===== src/rtl/mac_result_collector_if.sv =====
`default_nettype none
// +----------------------------------------------------------------------+
// | Module      : mac_result_collector_if                                 |
// | Description : Valid/ready handshake carrying completed group sums     |
// |               from the collector to its downstream consumer.          |
// |   valid : head entry available (master -> slave)                      |
// |   ready : consumer accepts the head (slave -> master)                 |
// |   data  : completed group sum, DATA_WIDTH bits (master -> slave)      |
// | Revision    : 1.0 - initial release                                   |
// +----------------------------------------------------------------------+
interface mac_result_collector_if #(
  parameter int DATA_WIDTH = 26
);
  logic                  valid;
  logic                  ready;
  logic [DATA_WIDTH-1:0] data;

  modport master (output valid, output data, input ready);
  modport slave  (input valid, input data, output ready);
endinterface
`default_nettype wire


===== src/rtl/mac_result_collector.sv =====
`default_nettype none
// +----------------------------------------------------------------------+
// | Module      : mac_result_collector                                    |
// | Description : Accumulates GROUP_LEN consecutive MAC partial sums into |
// |               one output-channel sum, buffers completed sums in a     |
// |               first-word-fall-through FIFO and hands them downstream. |
// |               Flags (sticky) any completed sum the FIFO had to drop.  |
// | Ports       : clk, nrst (async active-low), clear (sync flush),       |
// |               group_len, valid_in, in_res  - MAC result stream        |
// |               out_if (master)              - valid/ready/data output  |
// |               fifo_level, busy, overflow   - status                   |
// |               sat_flag                     - only with the macro      |
// | Option      : MAC_COLLECTOR_SAT_EN - saturating accumulator plus a    |
// |               sticky sat_flag output; otherwise modulo wrap.          |
// | Revision    : 1.0 - initial release                                   |
// +----------------------------------------------------------------------+
module mac_result_collector #(
  parameter  int IN_WIDTH   = 18,
  parameter  int ACC_GUARD  = 8,
  parameter  int LEN_WIDTH  = 8,
  parameter  int FIFO_DEPTH = 4,
  localparam int ACC_WIDTH  = IN_WIDTH + ACC_GUARD,
  localparam int LVL_WIDTH  = $clog2(FIFO_DEPTH) + 1
) (
  input  wire logic                 clk,
  input  wire logic                 nrst,
  input  wire logic                 clear,
  input  wire logic [LEN_WIDTH-1:0] group_len,
  input  wire logic                 valid_in,
  input  wire logic [IN_WIDTH-1:0]  in_res,
  mac_result_collector_if.master    out_if,
  output logic [LVL_WIDTH-1:0]      fifo_level,
  output logic                      busy,
  output logic                      overflow
`ifdef MAC_COLLECTOR_SAT_EN
  ,
  output logic                      sat_flag
`endif
);

  localparam int       PTR_WIDTH = $clog2(FIFO_DEPTH);
  localparam logic [0:0] S_IDLE  = 1'b0;
  localparam logic [0:0] S_ACCUM = 1'b1;

  logic [0:0]           r_state;
  logic [ACC_WIDTH-1:0] r_acc;
  logic [LEN_WIDTH-1:0] r_cnt;
  logic [LEN_WIDTH-1:0] r_len;
  logic [ACC_WIDTH-1:0] r_mem [FIFO_DEPTH];
  logic [PTR_WIDTH-1:0] r_wr_ptr;
  logic [PTR_WIDTH-1:0] r_rd_ptr;
  logic [LVL_WIDTH-1:0] r_level;
  logic                 r_overflow;

  logic [LEN_WIDTH-1:0] w_len_eff;
  logic [LEN_WIDTH-1:0] w_cnt_next;
  logic [ACC_WIDTH-1:0] w_base;
  logic [ACC_WIDTH-1:0] w_sum;
  logic                 w_last;
  logic                 w_complete;
  logic                 w_full;
  logic                 w_empty;
  logic                 w_pop;
  logic                 w_push;
  logic                 w_drop;

  // A zero group length is treated as a single-beat group.
  assign w_len_eff  = (group_len == '0) ? LEN_WIDTH'(1) : group_len;
  assign w_cnt_next = r_cnt + LEN_WIDTH'(1);

  // The first beat of a group adds onto zero, so the same adder serves both states.
  assign w_base = (r_state == S_ACCUM) ? r_acc : '0;

`ifdef MAC_COLLECTOR_SAT_EN
  logic [ACC_WIDTH:0] w_sum_ext;
  logic               w_carry;
  logic               r_sat_flag;

  assign w_sum_ext = {1'b0, w_base} + (ACC_WIDTH+1)'(in_res);
  assign w_carry   = w_sum_ext[ACC_WIDTH];
  assign w_sum     = w_carry ? '1 : w_sum_ext[ACC_WIDTH-1:0];
  assign sat_flag  = r_sat_flag;
`else
  assign w_sum = w_base + ACC_WIDTH'(in_res);
`endif

  // r_len is only meaningful in ACCUM; in IDLE the live group_len decides.
  assign w_last     = (r_state == S_IDLE) ? (w_len_eff == LEN_WIDTH'(1)) : (w_cnt_next == r_len);
  assign w_complete = valid_in & w_last;

  assign w_empty = (r_level == '0);
  assign w_full  = (r_level == LVL_WIDTH'(FIFO_DEPTH));
  assign w_pop   = ~w_empty & out_if.ready;
  // A pop on a full FIFO frees the slot the push needs in the same cycle.
  assign w_push  = w_complete & (~w_full | w_pop);
  assign w_drop  = w_complete & w_full & ~w_pop;

  always_ff @(posedge clk or negedge nrst) begin
    if (!nrst) begin
      r_state    <= S_IDLE;
      r_acc      <= '0;
      r_cnt      <= '0;
      r_len      <= '0;
      r_wr_ptr   <= '0;
      r_rd_ptr   <= '0;
      r_level    <= '0;
      r_overflow <= 1'b0;
      for (int i = 0; i < FIFO_DEPTH; i++) r_mem[i] <= '0;
`ifdef MAC_COLLECTOR_SAT_EN
      r_sat_flag <= 1'b0;
`endif
    end else if (clear) begin
      // Flush wins over any coincident beat or pop.
      r_state    <= S_IDLE;
      r_acc      <= '0;
      r_cnt      <= '0;
      r_len      <= '0;
      r_wr_ptr   <= '0;
      r_rd_ptr   <= '0;
      r_level    <= '0;
      r_overflow <= 1'b0;
`ifdef MAC_COLLECTOR_SAT_EN
      r_sat_flag <= 1'b0;
`endif
    end else begin
      if (valid_in) begin
        case (r_state)
          S_IDLE: begin
            r_len <= w_len_eff;
            if (!w_last) begin
              r_acc   <= w_sum;
              r_cnt   <= LEN_WIDTH'(1);
              r_state <= S_ACCUM;
            end
          end
          default: begin
            if (w_last) begin
              r_acc   <= '0;
              r_cnt   <= '0;
              r_state <= S_IDLE;
            end else begin
              r_acc <= w_sum;
              r_cnt <= w_cnt_next;
            end
          end
        endcase
      end

      if (w_push) begin
        r_mem[r_wr_ptr] <= w_sum;
        r_wr_ptr        <= r_wr_ptr + PTR_WIDTH'(1);
      end
      if (w_pop) r_rd_ptr <= r_rd_ptr + PTR_WIDTH'(1);

      case ({w_push, w_pop})
        2'b10:   r_level <= r_level + LVL_WIDTH'(1);
        2'b01:   r_level <= r_level - LVL_WIDTH'(1);
        default: r_level <= r_level;
      endcase

      if (w_drop) r_overflow <= 1'b1;
`ifdef MAC_COLLECTOR_SAT_EN
      if (valid_in && w_carry) r_sat_flag <= 1'b1;
`endif
    end
  end

  assign out_if.valid = ~w_empty;
  assign out_if.data  = w_empty ? '0 : r_mem[r_rd_ptr];
  assign fifo_level   = r_level;
  assign busy         = (r_state == S_ACCUM);
  assign overflow     = r_overflow;

endmodule
`default_nettype wire

===== src/flat_wrapper.sv =====
// flat-port wrapper written by rule: the top's interface ports become plain ports
module mac_result_collector_flat 
#(
  parameter  int IN_WIDTH   = 18,
  parameter  int ACC_GUARD  = 8,
  parameter  int LEN_WIDTH  = 8,
  parameter  int FIFO_DEPTH = 4,
  localparam int ACC_WIDTH  = IN_WIDTH + ACC_GUARD,
  localparam int LVL_WIDTH  = $clog2(FIFO_DEPTH) + 1
)
  (clk, nrst, clear, group_len, valid_in, in_res, fifo_level, busy, overflow, out_if_valid, out_if_data, out_if_ready);
  mac_result_collector_if out_if_i ();
  input  wire logic clk;
  input  wire logic nrst;
  input  wire logic clear;
  input  wire logic [LEN_WIDTH-1:0] group_len;
  input  wire logic valid_in;
  input  wire logic [IN_WIDTH-1:0] in_res;
  output logic [LVL_WIDTH-1:0] fifo_level;
  output logic busy;
  output logic overflow;
  output wire logic [$bits(out_if_i.valid)-1:0] out_if_valid;
  output wire logic [$bits(out_if_i.data)-1:0] out_if_data;
  input wire logic [$bits(out_if_i.ready)-1:0] out_if_ready;
  assign out_if_valid = out_if_i.valid;
  assign out_if_data = out_if_i.data;
  assign out_if_i.ready = out_if_ready;
  mac_result_collector #(.IN_WIDTH(IN_WIDTH), .ACC_GUARD(ACC_GUARD), .LEN_WIDTH(LEN_WIDTH), .FIFO_DEPTH(FIFO_DEPTH)) u_core (.clk(clk), .nrst(nrst), .clear(clear), .group_len(group_len), .valid_in(valid_in), .in_res(in_res), .out_if(out_if_i), .fifo_level(fifo_level), .busy(busy), .overflow(overflow));
endmodule

===== config.mk =====
export PLATFORM = sky130hd
export DESIGN_NAME = mac_result_collector_flat
export DESIGN_NICKNAME = d
export VERILOG_FILES = /design/src/rtl/mac_result_collector_if.sv /design/src/rtl/mac_result_collector.sv /design/src/flat_wrapper.sv
export SDC_FILE = /design/constraint.sdc
export NUM_CORES = 1
export LEC_CHECK = 0
export BUFFER_PORTS_ARGS = -buffer_cell sky130_fd_sc_hd__buf_2
export CAP_MARGIN = 15
export CELL_PAD_IN_SITES_DETAIL_PLACEMENT = 1
export CELL_PAD_IN_SITES_GLOBAL_PLACEMENT = 1
export CORE_MARGIN = 10
export CORE_UTILIZATION = 41
export DETAILED_ROUTE_END_ITERATION = 10
export PLACE_DENSITY = 0.66
export SLEW_MARGIN = 20
export SYNTH_ARGS = -nofsm -noshare
export SYNTH_HDL_FRONTEND = slang
export SYNTH_SLANG_ARGS = --single-unit

===== constraint.sdc =====
create_clock -name clk -period 5.5 [get_ports clk]
set_clock_uncertainty 0.05 [all_clocks]
set_input_delay 0 -clock clk [delete_from_list [all_inputs] [get_ports clk]]
set_output_delay 0 -clock clk [all_outputs]
set_load 0.1 [all_outputs]

==> After elaboration in Yosys (flattened, before gate mapping) <==
Cells that the tools add are included.
{ "word_totals": {"inputBits": 31, "wordCells": 85, "reg_bits": 155, "out_inout_bits": 32} }
{ "classes": {"reduce_logical": 11, "add_sub_neg": 6, "bitwise": 12, "eq_ne": 7, "magnitude_cmp": 3, "n_mux": 34} }
{ "op_table": {"columns": ["operator", "count"], "rows": [
  ["$mux 26", 10],
  ["$bwmux 104", 1],
  ["$mux 8", 9],
  ["$bmux 26 s2", 1],
  ["$demux 26 s2", 1],
  ["$add 26x18->26", 1],
  ["$add 8x1->8 const B", 1],
  ["$eq 8x1->1 const B", 1],
  ["$eq 8x8->1", 1],
  ["$logic_not 8->1", 1],
  ["$mux 2", 4],
  ["$reduce_bool 2->1", 4],
  ["$ge 3x3->1 const B", 2],
  ["$mux 1", 6],
  ["$not 2->3", 2],
  ["$pmux 3 s2", 1],
  ["$reduce_and 2->1", 3],
  ["$and 1x1->1", 5],
  ["$add 2x1->2 const B", 2],
  ["$not 1->1", 4],
  ["$add 3x1->3 const B", 1],
  ["$eq 3x3->1 const B", 1],
  ["$logic_not 3->1", 1],
  ["$lt 3x1->1 const B", 1],
  ["9 further kinds", 9]
]} }

==> Longest topological paths before layout <==
{ "logic_depth": {"ltp_word": 9, "mapped_depth": 14, "depth_no_buf": 12} }

==> Least setup slack after synthesis <==
OpenSTA, ideal clock, no wires.
{ "synth_path": {"path_type": "register to register", "start": "reg u_core.r_state (netlist: u_core.busy)", "end": "reg u_core.r_mem[100] in the netlist's numbering", "period_less_slack_ns": 4.224, "t_arrival_ns": 4.096, "path_stages_with_launch": 14, "setup_slack_ns": 1.276, "required_ns": 5.373, "n_path_buf": 2, "setup_ns": 0.077, "path_cell_list": "dfrtp_1 clkbuf_1 clkbuf_1 and2_1 ha_1 inv_1 fa_1 nor2b_1 o31a_1 o211ai_1 a31o_2 a2111oi_0 mux2_2 o21ai_1"} }
{ "synth_between": {"elab_chain_cells": 4, "word_cells_on_any_way": 7, "classes_between": "add/sub (1); mux (3); bitwise (2); reduce/logical (1)"} }
{ "synth_lines": {"columns": ["element", "line_no", "source"], "rows": [
  ["start: declaration", "mac_result_collector.sv:45", "logic [0:0] r_state;"],
  ["start signal: assignment", "mac_result_collector.sv:100", "r_state <= S_IDLE;"],
  ["start signal: assignment", "mac_result_collector.sv:114", "r_state <= S_IDLE;"],
  ["start signal: assignment", "mac_result_collector.sv:133", "r_state <= S_ACCUM;"],
  ["parallel branches: the longest is 4 deep, another holds $add 26x18->26", null, null],
  ["end signal: indexed assignment", "mac_result_collector.sv:150", "r_mem[r_wr_ptr] <= w_sum;"],
  ["end: declaration", "mac_result_collector.sv:49", "logic [ACC_WIDTH-1:0] r_mem [FIFO_DEPTH];"]
]} }
Several ways; the timed one is not identified.
A chain may end at the register's enable or synchronous reset.

==> Final worst setup path <==
{ "layout_path": {"start": "reg u_core.r_cnt[0]", "end": "reg u_core.r_level[2] (netlist: u_core.fifo_level[2])"} }
{ "layout_between": {"elab_chain_cells": 8, "word_cells_on_any_way": 10, "classes_between": "add/sub (1); eq/ne (3); mux (3); bitwise (2); reduce/logical (1)"} }
{ "layout_lines": {"columns": ["element", "line_no", "source"], "rows": [
  ["start: declaration", "mac_result_collector.sv:47", "logic [LEN_WIDTH-1:0] r_cnt;"],
  ["start signal: assignment", "mac_result_collector.sv:143", "r_cnt <= w_cnt_next;"],
  ["$add 8x1->8 (*)", "mac_result_collector.sv:69", "assign w_cnt_next = r_cnt + LEN_WIDTH'(1);"],
  ["$eq 8x8->1 (*)", "mac_result_collector.sv:88", "assign w_last = (r_state == S_IDLE) ? (w_len_eff == LEN_WIDTH'(1)) : (w_cnt_next == r_len);"],
  ["$mux 1 (*)", "mac_result_collector.sv:88", null],
  ["$and 1x1->1 (*)", "mac_result_collector.sv:89", "assign w_complete = valid_in & w_last;"],
  ["$and 1x1->1 (*)", "mac_result_collector.sv:95", "assign w_push = w_complete & (~w_full | w_pop);"],
  ["$eq 2x1->1 or $eq 2x2->1 (tied branches)", "mac_result_collector.sv:155", "case ({w_push, w_pop})"],
  ["$pmux 3 s2", "mac_result_collector.sv:155", null],
  ["$mux 3", "mac_result_collector.sv:112", "end else if (clear) begin"],
  ["end signal: assignment", "mac_result_collector.sv:156", "2'b10: r_level <= r_level + LVL_WIDTH'(1);"],
  ["end signal: assignment", "mac_result_collector.sv:157", "2'b01: r_level <= r_level - LVL_WIDTH'(1);"],
  ["end signal: assignment", "mac_result_collector.sv:158", "default: r_level <= r_level;"],
  ["end: declaration", "mac_result_collector.sv:52", "logic [LVL_WIDTH-1:0] r_level;"]
]} }
Every way passes the cells marked *; elsewhere a longest branch is shown, timed or not.

==> out/results.ini <==
[status]
outcome=finished clean

[timing]
worst-slew-pin-transition_ns=1.06
grt_setup_unrepaired=false
setup_viol=0
slew-limit-headroom_pct=27.4
min_tclk_post_route_ns=4.05
final.period_utilization_pct=73.7
timing.final.max_slew_violations=0
hold_viol_final=0
hold-worst-slack_ns=0.0491
timing.fmax_mhz=247
setup_total_negative_slack_ns=0

[floorplan]
rows=52
die-width_um=165
coreArea_mm2=0.0204
pin_count=63
die_height_um=165
initial_utilization_pct=42.0
fp.dieArea_mm2=0.0271

[synthesis]
synth-seq-area-share_pct=45.2
syn-instance-count=797
ys_types=68
post_synth_edffs=0
post_synth_main_area_contributors=dfrtp_1 (45%), mux4_2 (6.8%), nand2_1 (5.0%)
ys_ff_latch=155
synth_area_per_cell_um2=10.8
synthFlopType=dfrtp_1
synth_async_sr_flop_share_pct=100
yosysMostFrequentCell=dfrtp_1
netlist_top_cells_count=dfrtp_1 (155), nand2_1 (115), and2_1 (45), nor2_1 (36), mux2_1 (31)
synth_warnings=0
area_of_the_mapped_netlist_mm2=0.00859
syn-num-nets=853
synth.top_cell.area_share_pct=45.2
yosysTopAreaCell=dfrtp_1

[pwr]
power-per-cell-area_mw_per_mm2=294
leakage_nw=4.63
power.switching_mw=0.867
fin_total_pwr_mw=2.93
p_seq_share_pct=43.1
vdd_ir_drop_max_v=0.000206
clock_power_share_pct=40.7
p_comb_share_pct=16.2
intPower_mw=2.07
sw_frac_of_total_pct=29.5

[clocking]
cts_inserted_buffers=17
cts_max_level=4
cts_buffer_depth=2
clkLatencyLatePin_ns=0.44
cts_clock_pin_slew_for_the_worst_setup_and_hold_paths_ns=0.07
cts.root.buffer_cell=clkbuf_16
clock_sink_count=155
cts_tree=yes

[detailed_routing]
detailed_route_iter0_violations=369
via_count=6537
post_drt_via_cell_ratio=5.68
dr.pass1.iters=4
detail_route.drc_violations=0
routedWlPerCell_um=20.7
postRouteAntennaNets=0
routed_wire_length_mm=23.8

[critical_path]
worst-r2r-setup-slack_ns=1.45
regToRegStartpoint=u_core.r_cnt[0]
timing.critical_path.slowest_stage_cell=dfrtp_1
critical_path_class=flop to flop
crit_path_cell_trace=ha_1, and3_1, nand3_1, or3_1, a2111oi_4, buf_4, o21a_1, nor3_1, fa_1, or2_2, a2111o_1, a21o_1, a21oi_1
critPathMaxFanout=12
worst_ep_arrival_time_ns=4.36
worstRegToRegCells=13
cp_data_required_time_ns=5.81
critPathCaptureType=flop
critical_path.reg2reg.endpoint=u_core.fifo_level[2]
setup.worst_path.start_class=flop
cpPeakStageDelay_ns=0.49

[final_layout]
drive_gt1_share_pct=19.8
num-nets-final=923
filler_cell_count=2246
insertedDiodeCount=0
syn_to_final_growth_pct=16.0

[global_routing]
groute.layer.met2.usage_pct=31.8
global_route.overflow_total=0
grt_busiest_layer=met2
use_met1_pct=21.5
grt_pass1_vias=7255
track_usage_pct=18.2
grt_start_max_net_pins=101
grt_util_met3_pct=3.56
antenna_found_initial=0
grt_first_pass_wirelength_mm=38.7

[placed_design]
place.port_buffers=62
dp_hpwl_mm=16.0
gp_routability_congestion=0.807

[job]
max_cap_violations=0

[min_path]
worstHoldPathCells=4
min-delay-start=valid_in
hold_class=primary input to flop
min_delay_worst_endpoint=u_core.r_wr_ptr[0]

-- worst max-delay path: cells and delay by family, from the launching register on --
| family | cells | cell delay, ns |
|---|---|---|
| AND/OR/NAND/NOR | 5 | 1.27 |
| AO/OA/AOI/OAI | 5 | 1.15 |
| adder cells (fa/ha/maj) | 2 | 0.72 |
| flip-flops | 1 | 0.49 |
| buffers and inverters | 1 | 0.30 |
-- timing repair --
| action | in CTS | in global routing |
|---|---|---|
| hold buffers | 21 | 0 |
| gates resized for setup | 0 | 0 |
| hold endpoints to repair | 115 | 0 |
| buffers inserted | 0 | 0 |
-- power by group through the flow --
| stage | logic, mW | clock network (mW) | registers (mW) |
|---|---|---|---|
| after global routing | 0.519 | 1.28 | 1.27 |
| after CTS | 0.482 | 1.23 | 1.26 |
| after global placement | 0.449 | 0 | 1.28 |
| final | 0.474 | 1.19 | 1.26 |
| after detailed placement | 0.467 | 0 | 1.29 |
| after floorplan | 0.339 | 0 | 1.27 |
-- sequential cells by signal, summed over array words and instances, names as in the netlist --
signal and flops:
u_core.fifo_level 3, u_core.overflow 1, u_core.r_mem 104, u_core.r_acc 26, u_core.r_len 8, u_core.r_rd_ptr 2, u_core.r_cnt 8, u_core.busy 1
u_core.r_wr_ptr 2
-- per-stage QoR --
stage               setup WS, ns  util [%]  area (um^2)  cells
global placement            1.63      44.9         9160   1097
detailed placement          1.49      44.9         9160   1097
global route                1.24      48.8         9960   1150
CTS                         1.46      48.8         9960   1150
floorplan                   1.28         -         8590    797
finish                      1.45      48.8         9960   1150
-- worst max-delay path by stage --
stage / from / to / slack (ns)
3_3_place_gp: u_core.r_cnt[0] / u_core.fifo_level[2] / 1.63
5_1_grt: u_core.r_cnt[0] / u_core.fifo_level[2] / 1.24
3_5_place_dp: u_core.r_cnt[0] / u_core.fifo_level[2] / 1.49
2_1_floorplan: u_core.busy / u_core.r_mem[100] / 1.28
4_1_cts: u_core.r_cnt[0] / u_core.fifo_level[2] / 1.46
6_report: u_core.r_cnt[0] / u_core.fifo_level[2] / 1.45
-- cells by family after synthesis --
logic type / synth area share [%]
AND/OR/NAND/NOR: 14.6
AO/OA/AOI/OAI: 15.0
flip-flops: 45.2
multiplexers: 15.4
buffers and inverters: 2.87
XOR/XNOR: 3.16
adder cells (fa/ha/maj): 3.82
-- area by class of cell --
type                       count  area (um^2)  share of cell area [%]
clock buffer                  17          425                    4.27
tap                          270          338                    3.39
multi-input combinational    583         4480                    44.9
clock inverter                15          161                    1.62
timing repair buffer          93          614                    6.17
sequential                   155         3880                    39.0
inverter                      17         63.8                   0.640
-- cell usage in the layout, fill, tap and decap left out, drive strengths merged, types with 4 or more instances in the layout --
cell type    synthesis  routed
buf                 14      72
nor2b                9       9
a21oi               29      29
nor3                 8       8
and3                 7       7
dlygate4sd3          0      21
nand2b               6       6
xor2                11      11
a31oi                5       5
mux4                26      26
inv                 16      23
a21o                 8       8
clkbuf              28      17
o2111ai              6       6
and2                46      46
nand3               11      11
clkinv               1       4
mux2                60      60
xnor2               20      20
o31ai               14      14
dfrtp              155     155
ha                  23      23
nor2                36      36
o211ai               8       8
a22o                20      20
nand2              115     115
o21bai               5       5
o21ai               48      48
a211oi               5       5
mux2i                6       6
-- layer usage --
metal  routed length (um)  part of all wire (%)
met5                    0                     0
met3                  733                   3.1
met2                12100                    51
met4                  706                   3.0
met1                10300                    43
Note: power is estimated with default switching activity, not from simulation.
